==> src/rtl/uart_tx_ctrl.sv <==
// UART transmit frame sequencer: start, LSB-first data, optional parity, stop.
// Bit period comes from a prescale value latched when the byte is accepted.
module uart_tx_ctrl #(
    parameter int unsigned DATA_W = 8,
    parameter int unsigned PS_W   = 8
) (
    input  logic              CLK,
    input  logic              RST,
    input  logic [DATA_W-1:0] P_DATA,
    input  logic              DATA_VALID,
    input  logic              PAR_EN,
    input  logic              PAR_TYP,
    input  logic [PS_W-1:0]   PRESCALE,
    output logic              TX_OUT,
    output logic              BUSY,
    output logic              DONE
);

    localparam int unsigned BW = $clog2(DATA_W + 1);

    localparam logic [2:0] IDLE   = 3'd0;
    localparam logic [2:0] START  = 3'd1;
    localparam logic [2:0] DATA   = 3'd2;
    localparam logic [2:0] PARITY = 3'd3;
    localparam logic [2:0] STOP   = 3'd4;

    logic [2:0]        state, state_d;
    logic [PS_W-1:0]   cnt, cnt_d;
    logic [PS_W-1:0]   ps_q, ps_d;
    logic [BW-1:0]     idx, idx_d;
    logic [DATA_W-1:0] data_q, data_d;
    logic [DATA_W-1:0] data_sh;
    logic              par_en_q, par_en_d;
    logic              par_bit_q, par_bit_d;
    logic              tx_d, busy_d, done_d;
    logic              last;

    assign last    = (cnt == ps_q - PS_W'(1));
    assign data_sh = data_q >> 1;

    always_ff @(posedge CLK or posedge RST) begin
        if (RST) begin
            state     <= IDLE;
            cnt       <= '0;
            ps_q      <= '0;
            idx       <= '0;
            data_q    <= '0;
            par_en_q  <= 1'b0;
            par_bit_q <= 1'b0;
            TX_OUT    <= 1'b1;
            BUSY      <= 1'b0;
            DONE      <= 1'b0;
        end else begin
            state     <= state_d;
            cnt       <= cnt_d;
            ps_q      <= ps_d;
            idx       <= idx_d;
            data_q    <= data_d;
            par_en_q  <= par_en_d;
            par_bit_q <= par_bit_d;
            TX_OUT    <= tx_d;
            BUSY      <= busy_d;
            DONE      <= done_d;
        end
    end

    // Next-state and next-output logic; data_q shifts so bit 0 is always the next data bit.
    always_comb begin
        state_d   = state;
        cnt_d     = last ? '0 : cnt + PS_W'(1);
        ps_d      = ps_q;
        idx_d     = idx;
        data_d    = data_q;
        par_en_d  = par_en_q;
        par_bit_d = par_bit_q;
        tx_d      = 1'b1;
        busy_d    = 1'b1;
        done_d    = 1'b0;

        case (state)
            IDLE: begin
                busy_d = 1'b0;
                cnt_d  = '0;
                if (DATA_VALID) begin
                    state_d   = START;
                    data_d    = P_DATA;
                    par_en_d  = PAR_EN;
                    par_bit_d = PAR_TYP ? ~(^P_DATA) : (^P_DATA);
                    ps_d      = (PRESCALE == '0) ? PS_W'(1) : PRESCALE;
                    tx_d      = 1'b0;
                    busy_d    = 1'b1;
                end
            end
            START: begin
                tx_d = 1'b0;
                if (last) begin
                    state_d = DATA;
                    idx_d   = '0;
                    tx_d    = data_q[0];
                end
            end
            DATA: begin
                tx_d = data_q[0];
                if (last) begin
                    if (idx == BW'(DATA_W - 1)) begin
                        state_d = par_en_q ? PARITY : STOP;
                        tx_d    = par_en_q ? par_bit_q : 1'b1;
                    end else begin
                        idx_d  = idx + BW'(1);
                        data_d = data_sh;
                        tx_d   = data_sh[0];
                    end
                end
            end
            PARITY: begin
                tx_d = par_bit_q;
                if (last) begin
                    state_d = STOP;
                    tx_d    = 1'b1;
                end
            end
            STOP: begin
                if (last) begin
                    state_d = IDLE;
                    busy_d  = 1'b0;
                    done_d  = 1'b1;
                end
            end
            default: begin
                state_d = IDLE;
                cnt_d   = '0;
                busy_d  = 1'b0;
            end
        endcase
    end

endmodule

==> config.mk <==
export PLATFORM = sky130hd
export DESIGN_NAME = uart_tx_ctrl
export DESIGN_NICKNAME = d
export VERILOG_FILES = /design/src/rtl/uart_tx_ctrl.sv
export SDC_FILE = /design/constraint.sdc
export NUM_CORES = 1
export LEC_CHECK = 0
export CELL_PAD_IN_SITES_DETAIL_PLACEMENT = 1
export CELL_PAD_IN_SITES_GLOBAL_PLACEMENT = 2
export CORE_AREA = 3 3 96 80
export DETAILED_ROUTE_END_ITERATION = 6
export DIE_AREA = 0 0 99 83
export GPL_TIMING_DRIVEN = 0
export PLACE_DENSITY = 0.78
export SYNTH_ARGS = -nofsm -noshare
export SYNTH_HDL_FRONTEND = slang
export SYNTH_SLANG_ARGS = --single-unit
export TNS_END_PERCENT = 30
==> constraint.sdc <==
create_clock -name CLK -period 3.41 [get_ports CLK]
set_clock_uncertainty 0.05 [all_clocks]
set_input_delay 0.5115 -clock CLK [delete_from_list [all_inputs] [get_ports CLK]]
set_output_delay 0.5115 -clock CLK [all_outputs]
set_load 0.05 [all_outputs]
* Word level (Yosys, flattened, before mapping)
Index checks and enable logic that the tools add are counted.
** Word-level totals
- Memory bits (writable) :: 0
- Input port bits :: 21
- Logic and storage cells :: 70
- Memories :: 0
- Latch bits :: 0
- Output and inout port bits :: 3
- Bits in read-only memories :: 0
- Bits in registers :: 36
** Operators by class
- $lt $le $gt $ge :: 0
- Reductions and logical operators :: 11
- Divide/modulo/power cells :: 0
- Mux-type cells :: 32
- Multiply operators :: 0
- Bitwise logic cells :: 1
- Add/sub/neg operators :: 3
- Eq/ne operators :: 13
- Shift operators :: 0
** Operator list (number)
- $mux W8 :: 6
- $mux W3 :: 7
- $pmux W8 S2 :: 1
- $pmux W3 S5 :: 1
- $ne A2 B2 Y1 const B :: 7
- $mux W4 :: 3
- $mux W1 :: 11
- $add A8 B1 Y8 const B :: 1
- $eq A8 B8 Y1 :: 1
- $logic_not A8 Y1 :: 1
- $pmux W4 S2 :: 1
- $reduce_and A4 Y1 :: 2
- $reduce_xor A8 Y1 :: 1
- $sub A8 B1 Y8 const B :: 1
- $eq A3 B2 Y1 const B :: 2
- $reduce_and A6 Y1 :: 1
- $add A4 B1 Y4 const B :: 1
- $eq A4 B3 Y1 const B :: 1
- $pmux W1 S4 :: 1
- $reduce_bool A2 Y1 :: 2
- $reduce_or A4 Y1 :: 1
- $eq A3 B1 Y1 const B :: 1
- $eq A3 B3 Y1 const B :: 1
- $logic_not A3 Y1 :: 1
- 4 further kinds :: 4

* Depth between registers and ports, before layout
Gate-level depths: netlist (run 1).
- Depth in word-level cells :: 4
- Mapped depth :: 9
- Gate-level depth less buffers :: 8

* Worst setup path after synthesis (run 1)
Ideal clock, no wire load.
- Path type :: register to register
- From :: register ps_q[2]
- To :: register data_q[0]
- Clock period less this slack :: 2504 ps
- Data arrival time :: 2317 ps
- Required time :: 3223 ps
- Path buffers :: 1
- Cell stages (with the launch flop) :: 8
- Library setup time :: 137 ps
- Path slack :: 906 ps
- Cell sequence :: dfrtp_1 > or3_1 > or3_4 > a2111oi_4 > nand2_2 > buf_6 > a2111oi_0 > nor3_1
** Between the ends
- Cells in the longest elaborated chain, start to end :: 4
** RTL lines
- start: declaration :: line 29 : logic [PS_W-1:0] ps_q, ps_d;
- start signal: assignment :: line 56 : ps_q <= ps_d;
- $sub A8 B1 Y8 :: line 38 : assign last = (cnt == ps_q - PS_W'(1));
- $eq A8 B8 Y1 :: line 38
- $ne A2 B2 Y1 (no source line)
- $reduce_and A4 Y1 (no source line)
- end signal: assignment :: line 58 : data_q <= data_d;
- end: declaration :: line 31 : logic [DATA_W-1:0] data_q, data_d;
Every way passes these cells.
A chain may end at the register's enable or synchronous reset.

* Worst setup path after layout (run 1)
- From :: register ps_q[2]
- To :: register data_q[5]
Same word-level chain as after synthesis.

==> results.ini, run 1 <==
[timing]
slew_violations = 0
fin_crit_ns = 2.90
fin_crit_sh_pct = 85.1
hold_viol = 0
worstMarginPinSlew_ns = 0.979
fin_ws_ns = 0.509
tns_ns = 0
setup_viol = 0
slew_headroom_pct = 34.8
max_freq_mhz = 345
rsz0062_at_grt = no

[logic_synthesis]
synth.avg_cell_area_um2 = 8.92
ys_seq_elements = 36
synth_edf_count = 0
ys_seq_area_share_pct = 38.3
synthTopCellsByArea = dfrtp_1, xnor2_1, nor3_1
synthesis.nets = 288
ys.warnings.count = 0
netlist_area_mm2 = 0.00235
netlist-cell-type-count = 52
netlist_instances = 264
async_reset_ff_share_pct = 100
yosysTopAreaCellShare_pct = 37.2
synth_area_leader_cell = dfrtp_1
synthFlopType = dfrtp_1

[global_routing]
grt_max_degree = 37
grt_antenna_before_repair = 0
grt_pass1_wl_um = 10900
grt_overflow = 0
track_usage_pct = 16.4
first_global_vias = 2088

[min_path]
hp-class = register to register

[outcome]
status = finished clean

[clocking]
cts.sinks = 36
cts_resized = 0
clk_pin_slew_ns = 0.08
htree_levels = 2
postCtsHoldBufs = 0
clk_latency_ns = 0.28
postCtsSetupBuffers = 0
clock_path_buffers = 2
cts-buffers-inserted = 5
cts_root_buf = clkbuf_8
cts_tree = built

[die]
ios = 24
initial_core_util_pct = 34.7
die_y_um = 83
dieWidth_um = 99
core_mm2 = 0.00679
rows = 27
dieArea_mm2 = 0.00822

[power]
leakage_nw = 1.06
ir_worst_vdd_v = 0.000266
power_density_mw_per_mm2 = 815

[critical_path]
worstPathArrival_ns = 3.00
worst_setup_path_start_kind = register
crit_required_ns = 3.51
cp_max_fo = 10
path_class = register to register
end_kind = register

[finish]
drive_gt1_share_pct = 8.47
syn_to_final_growth_pct = 18.3
fin_nets = 318
multiInputGateArea_mm2 = 0.00136
num-fill-cells = 798
ff_latch_area_um2 = 902
diodes = 0

[flow_run]
maxCapViolations = 0

[place]
hpwl_um = 4870
portBuffers = 23
place_ws_ns = 0.526
gp_congestion = 0.852

[drt]
via_per_inst = 5.60
wire_per_inst_um = 17.2
wirelength_um = 6560
drc_errors = 0
dr.pass1.iters = 4
ant_nets = 0
vias = 2139
drt-initial-drc-count = 112

-- worst max-delay path, cell delays in order, from the launching register on --
cell and delay [ns]:
dfrtp_1 0.46, or3_1 0.44, or3_4 0.41, a2111oi_4 0.41, nand2_2 0.18, buf_6 0.18, a2111oi_0 0.50, nor3_1 0.13
-- cells in the final DEF (no fill, tap or decap), types with 9 or more instances in the layout --
master	count
clkbuf_1	12
clkdlybuf4s50_1	23
dfrtp_1	35
nand2_1	31
nand3_1	9
nor2_1	10
nor3_1	26
or3_1	10
xnor2_1	19
-- flip-flops by register name, indices dropped and copies added (netlist names) --
name / flops
BUSY: 1
DONE: 1
TX_OUT: 1
cnt: 8
data_q: 8
idx: 4
par_bit_q: 1
par_en_q: 1
ps_q: 8
state: 3
-- cell type report --
type,count,area share (%)
Clock inverter,2,0.359
Timing Repair Buffer,23,8.26
Tap cell,87,3.91
Inverter,8,1.08
Sequential cell,36,32.4
Clock buffer,6,2.96
Buffer,15,2.38
Multi-Input combinational cell,205,48.7
-- cells by family after synthesis --
logic type	share of synthesized area, %
flip-flops	38.3
AO/OA/AOI/OAI	17.0
adder cells (fa/ha/maj)	1.59
XOR/XNOR	8.93
multiplexers	4.62
buffers and inverters	4.09
AND/OR/NAND/NOR	25.5
-- metal layers --
layer  wire (um)  vias up  track usage, %
met2        2820       41            24.5
met4          26        0            2.73
li1            -     1028               -
met5           0        -               0
met3         307        2            3.11
met1        3400     1068            24.9
-- per-stage QoR --
stage	total power, W	utilization (%)	std cells	hold slack [ns]	cell area [um2]
after floorplan	0.00163	-	264	0.415	2350
after global placement	0.00192	39.7	374	0.435	2690
after detailed placement	0.00196	39.7	374	0.442	2690
after CTS	0.00229	41.0	382	0.462	2790
after global routing	0.00246	41.0	382	0.492	2790
final	0.00227	41.0	382	0.460	2790
-- where the power goes --
group | switching (W) | leakage [nW] | internal, W | total, W
registers | 0.000188 | 0.427 | 0.000601 | 0.000789
logic | 0.000680 | 0.586 | 0.000484 | 0.00116
clock network | 0.000157 | 0.0510 | 0.000161 | 0.000319
total | 0.00103 | 1.06 | 0.00125 | 0.00227
-- cell usage after synthesis (6+ instances only) --
cell type  instances
xnor2_1           19
nand2b_1           8
nor3_1            26
or3_1             10
o21ai_0            8
nand3_1            9
a2111oi_0          8
o221ai_1           7
dfrtp_1           35
mux2_2             6
inv_1              8
clkbuf_1          12
nor2_1            10
nand2_1           31
-- worst paths after layout --
check / cells after the start / end / slack [ns] / from
setup / recovery: 7 / data_q[5] / 0.51 / ps_q[2]
max in group asynchronous: 2 / BUSY / 2.17 / RST
min in group asynchronous: 2 / ps_q[4] / 0.63 / RST
hold / removal: 2 / ps_q[7] / 0.46 / ps_q[7]
hold reg to reg: 2 / ps_q[7] / 0.46 / ps_q[7]
setup reg to reg: 7 / data_q[5] / 0.51 / ps_q[2]
Power figures use the tool's default switching activity.
==> run 2: changes to the inputs <==
- CORE_AREA: 3 3 96 80 -> 3 3 73 102
- CTS_BUF_LIST: default -> sky130_fd_sc_hd__clkbuf_2
- DIE_AREA: 0 0 99 83 -> 0 0 76 105
- PLACE_DENSITY: 0.78 -> 0.79
==> run 2 against run 1 <==
  * Sequential power fell by 2%
  * Fmax grew 2.3%
  * Total power is 6.4% lower
  * Count of clock-buffer cells in the layout decreased by 1
  * Routed wire length fell by 1.7%
  * Sequential share of layout area increased by 0.64 points
  * Flip-flop and latch count did not move
  * Largest power group unchanged
  * Highest routed layer unchanged
==> results.ini, run 2 (same netlist as run 1, synthesis figures left out) <==
[timing]
hold_viol = 0  ; unchanged
setup_viol = 0  ; unchanged
fin_crit_ns = 2.84  ; -0.0651 ns
max_freq_mhz = 353  ; +2.3%
rsz0062_at_grt = no
tns_ns = 0  ; unchanged
slew_headroom_pct = 32.8  ; -2.0 points
fin_crit_sh_pct = 83.2  ; -1.9 points
worstMarginPinSlew_ns = 1.01  ; +0.0293 ns
hold_ws_ns = 0.487  ; +0.0261 ns
slew_violations = 0  ; unchanged

[die]
ios = 24  ; unchanged
dieWidth_um = 76  ; -23%
rows = 35  ; +30%
dieArea_mm2 = 0.00798  ; -2.9%
core_mm2 = 0.00661  ; -2.6%
initial_core_util_pct = 35.6  ; +0.93 points
die_y_um = 105  ; +27%

[finish]
fin_nets = 318  ; unchanged
final_cell_mix = dfrtp_1, nand2_1, nor3_1, clkdlybuf4s50_1, xnor2_1
diodes = 0  ; unchanged
top_regs = cnt (8), data_q (8), ps_q (8)
drive_gt1_share_pct = 7.48  ; -0.99 points
mostFrequentLayoutCell = dfrtp_1
syn_to_final_growth_pct = 16.0

[outcome]
status = finished clean

[min_path]
hold_start = ps_q[7]
hp-class = register to register
whs_endpoint = ps_q[7]
whs_path_depth = 2  ; unchanged

[clocking]
clock_path_buffers = 2  ; unchanged
cts_root_buf = clkbuf_2
postCtsSetupBuffers = 0  ; unchanged
clk_pin_slew_ns = 0.18  ; +0.10 ns
cts-buffers-inserted = 5  ; unchanged
clk_latency_ns = 0.39  ; +0.11 ns
cts_tree = built
postCtsHoldBufs = 0  ; unchanged
htree_levels = 2  ; unchanged
cts_resized = 0  ; unchanged
cts.sinks = 36  ; unchanged

[global_routing]
grt_antenna_before_repair = 0  ; unchanged
grt_overflow = 0  ; unchanged
track_usage_pct = 17.0  ; +0.60 points
grt_pass1_wl_um = 10900  ; +0.12%
grt_max_degree = 37  ; unchanged
first_global_vias = 2310  ; +11%

[critical_path]
worst_setup_path_start_kind = register
end_kind = register
path_class = register to register
worstPathArrival_ns = 3.06  ; +0.06 ns
crit_required_ns = 3.63  ; +0.12 ns
r2r_end = BUSY
rrSetupSlack_ns = 0.57  ; +0.07 ns
cp_max_fo = 10  ; unchanged
reg2reg_depth = 7  ; unchanged
reg2reg_from = ps_q[2]

[drt]
drt-initial-drc-count = 64  ; -43%
via_per_inst = 5.54  ; -1.1%
wire_per_inst_um = 16.7  ; -2.7%
drc_errors = 0  ; unchanged
wirelength_um = 6450  ; -1.7%
vias = 2137  ; -0.094%
ant_nets = 0  ; unchanged
dr.pass1.iters = 4  ; unchanged

[power]
ir_worst_vdd_v = 0.000241  ; -9.4%
leakage_nw = 1.04  ; -2.5%
power_density_mw_per_mm2 = 778  ; -4.6%

[flow_run]
maxCapViolations = 0  ; unchanged

[place]
hpwl_um = 4880  ; about the same
gp_congestion = 0.827  ; -2.9%
portBuffers = 23  ; unchanged

## run 2: changes by cell type in the layout (fill, tap and decap cells not counted)
cell	before	now
clkbuf_2	0	5
clkbuf_8	6	0
clkinv_1	0	2
clkinv_2	2	0
## run 2: worst max path at each step
stage | slack [ns] | from | to
5_1_grt | 0.39 | ps_q[0] | data_q[2]
6_report | 0.57 | ps_q[2] | BUSY
3_5_place_dp | 0.55 | ps_q[2] | BUSY
4_1_cts | 0.54 | ps_q[2] | BUSY
3_3_place_gp | 0.56 | ps_q[2] | BUSY
2_1_floorplan | 0.91 | ps_q[2] | data_q[0]
## run 2: worst max-delay path, stage by stage, from the launching register on
cell       delay, ns
dfrtp_1         0.49
or3_1           0.44
or3_4           0.41
a2111oi_4       0.42
nand2_2         0.15
a21oi_2         0.34
buf_2           0.30
o22ai_1         0.11
## run 2: layer usage
metal	up-vias	track usage (%)	part of all wire [%]	wire length, um
li1	1023	-	-	-
met1	1074	18.1	41	2630
met2	26	32.1	54	3480
met3	14	2.41	2.2	141
met4	0	8.68	3.1	197
met5	-	0	0	0
## run 2: report_power, final
group          switching [W]  internal, W
Clock               0.000146    0.0000423
Combinational       0.000678     0.000484
Sequential          0.000177     0.000599
Total                0.00100      0.00113
## run 2: cell type report
cell class	instances	area (um2)
multi-input cells	205	1360
plain buffers	15	66.3
inverters	8	30.0
well taps	92	115
clock buffers	5	25.0
repair buffers	23	230
clock inverters	2	7.51
flip-flops and latches	36	902
fillers	815	3880
## run 2: through the flow
stage / cells / power (W) / setup slack [ns] / cell area, um2 / util (%)
2_1_floorplan: 264 / 0.00163 / 0.906 / 2350 / -
3_3_place_gp: 379 / 0.00193 / 0.558 / 2700 / 40.8
3_5_place_dp: 379 / 0.00196 / 0.548 / 2700 / 40.8
4_1_cts: 386 / 0.00215 / 0.540 / 2730 / 41.3
5_1_grt: 386 / 0.00232 / 0.393 / 2730 / 41.3
6_report: 386 / 0.00213 / 0.574 / 2730 / 41.3
==> run 3: changes to the inputs <==
- clock period: 3.41 -> 2.9 ns (I/O delays scaled with it)
==> run 3 against run 2 <==
  * Highest routed layer unchanged
  * Worst hold slack worse by 0.060 ns
  * Cell count is the same
  * Critical path depth unchanged
  * Flip-flop and latch count is the same
  * Sequential power increased by 18%
  * Count of clock-buffer cells in the layout is the same
  * Largest power group unchanged
  * Via count is essentially flat
  * Largest cell class unchanged
==> results.ini, run 3 (same netlist as run 1, synthesis figures left out) <==
[place]
placed_cell_area_mm2 = 0.00270  ; unchanged
portBuffers = 23  ; unchanged
hpwl_um = 4880  ; unchanged
gp_congestion = 0.827  ; unchanged
place_ws_ns = 0.0382  ; -0.510 ns

[timing]
max_freq_mhz = 362  ; +2.7%
slew_headroom_pct = 34.2  ; +1.4 points
fin_ws_ns = 0.140  ; -0.435 ns
fin_crit_ns = 2.76  ; -0.0755 ns
fin_crit_sh_pct = 95.2  ; +12 points
rsz0062_at_grt = yes
setup_viol = 0  ; unchanged
slew_violations = 0  ; unchanged
hold_viol = 0  ; unchanged
worstMarginPinSlew_ns = 0.987  ; -0.0207 ns

[critical_path]
worst_setup_path_start_kind = register
reg2reg_depth = 7  ; unchanged
worstPathArrival_ns = 3.00  ; -0.06 ns
reg2reg_from = ps_q[2]
end_kind = register
path_buf_inv = 1  ; unchanged
cp_max_fo = 10  ; unchanged
path_class = register to register
worstPathCellList = or3_1 -> or3_4 -> a2111oi_4 -> nand2_2 -> buf_6 -> a2111oi_1 -> nor3_1
slowest_delay_ns = 0.49  ; about the same
cp_slowest_cell = dfrtp_2
cpLargestDelayFamily = simple AND/OR/NAND/NOR gates
rrSetupSlack_ns = 0.14  ; -0.43 ns
crit_required_ns = 3.14  ; -0.49 ns
r2r_end = data_q[6]

[die]
core_mm2 = 0.00661  ; unchanged
rows = 35  ; unchanged
initial_core_util_pct = 35.6  ; unchanged
ios = 24  ; unchanged
dieArea_mm2 = 0.00798  ; unchanged
die_y_um = 105  ; unchanged
dieWidth_um = 76  ; unchanged

[clocking]
htree_levels = 2  ; unchanged
clock_path_buffers = 2  ; unchanged
cts-buffers-inserted = 5  ; unchanged
postCtsHoldBufs = 0  ; unchanged
clk_latency_ns = 0.39  ; about the same
cts_tree = built
cts.sinks = 36  ; unchanged
postCtsSetupBuffers = 0  ; unchanged
clk_pin_slew_ns = 0.19  ; about the same
cts_root_buf = clkbuf_2

[global_routing]
grt_antenna_before_repair = 0  ; unchanged
grt_max_degree = 37  ; unchanged
grt_overflow = 0  ; unchanged
track_usage_pct = 17.0  ; unchanged
first_global_vias = 2310  ; unchanged
grt_pass1_wl_um = 10900  ; unchanged

[finish]
drive_gt1_share_pct = 8.50  ; +1.0 points
final_util_pct = 41.6  ; +0.32 points
design_area_mm2 = 0.00275  ; +0.78%
diodes = 0  ; unchanged
num-fill-cells = 816  ; +0.12%
fin_nets = 318  ; unchanged
top_regs = cnt (8), data_q (8), ps_q (8)
syn_to_final_growth_pct = 17.0
final_cell_mix = dfrtp_1, nand2_1, nor3_1, clkdlybuf4s50_1, xnor2_1
mostFrequentLayoutCell = dfrtp_1

[power]
combPwrFrac_pct = 55.1  ; +0.5 points
power_frac_seq_pct = 36.1  ; -0.4 points
p_sw_w = 0.00119  ; +19%
leakage_nw = 1.04  ; +0.32%
power_density_mw_per_mm2 = 918  ; +18%
clockPowerShare_pct = 8.8  ; about the same
p_sw_share_pct = 47.2  ; +0.13 points
ir_worst_vdd_v = 0.000285  ; +18%
internal_power_w = 0.00133  ; +19%

[min_path]
hp-class = primary input to async pin

[drt]
dr.pass1.iters = 4  ; unchanged
drt-initial-drc-count = 82  ; +28%
ant_nets = 0  ; unchanged
wirelength_um = 6470  ; +0.40%
vias = 2139  ; +0.094%
drc_errors = 0  ; unchanged
via_per_inst = 5.54  ; about the same
wire_per_inst_um = 16.8  ; +0.40%

[outcome]
status = finished clean

[flow_run]
maxCapViolations = 0  ; unchanged

==> run 3: cell counts in the layout (fill, tap and decap cells not counted) <==
Identical to the previous run, type by type.
==> run 3: how the worst max path moves through the flow <==
stage / start / end / slack [ns] / cells after the start
final: ps_q[2] / data_q[6] / 0.14 / 7
after global routing: ps_q[2] / data_q[5] / -0.02 / 7
after CTS: ps_q[2] / BUSY / 0.03 / 7
after detailed placement: ps_q[2] / BUSY / 0.04 / 7
after global placement: ps_q[2] / BUSY / 0.05 / 7
after floorplan: ps_q[2] / data_q[0] / 0.40 / 7
==> run 3: power groups by stage <==
stage / combinational, W / sequential [W] / clock, W
2_1_floorplan: 0.00103 / 0.000889 / 0
4_1_cts: 0.00138 / 0.000917 / 0.000230
3_5_place_dp: 0.00138 / 0.000928 / 0
3_3_place_gp: 0.00134 / 0.000925 / 0
6_report: 0.00139 / 0.000914 / 0.000222
5_1_grt: 0.00156 / 0.000952 / 0.000253
==> run 3: what timing repair did <==
item                                    in CTS  in global routing
gates resized for setup                      0                  9
endpoints found under the setup margin       0                 17
hold endpoints to repair                     0                  0
==> run 3: through the flow <==
| stage | cells | hold slack [ns] | power (W) | TNS (ns) |
|---|---|---|---|---|
| final | 386 | 0.427 | 0.00253 | 0 |
| after global routing | 386 | 0.492 | 0.00276 | -0.0597 |
| after CTS | 386 | 0.472 | 0.00253 | 0 |
| after detailed placement | 379 | 0.449 | 0.00231 | 0 |
| after global placement | 379 | 0.439 | 0.00227 | 0 |
| after floorplan | 264 | 0.415 | 0.00192 | 0 |
==> run 3: metal layers <==
layer / GRT usage, % / vias to the layer above / part of all wire [%]
li1: - / 1028 / -
met1: 18.1 / 1065 / 41
met2: 32.1 / 33 / 53
met3: 2.41 / 13 / 2.2
met4: 8.68 / 0 / 3.1
met5: 0 / - / 0
==> run 3: layout make-up <==
cell class,count,area [um2],area share [%]
multi-input combinational,205,1380,49.9
sequential,36,903,32.8
timing repair buffer,23,230,8.36
tap,92,115,4.18
buffer,15,67.6,2.45
inverter,8,30.0,1.09
clock buffer,5,25.0,0.909
clock inverter,2,7.51,0.273
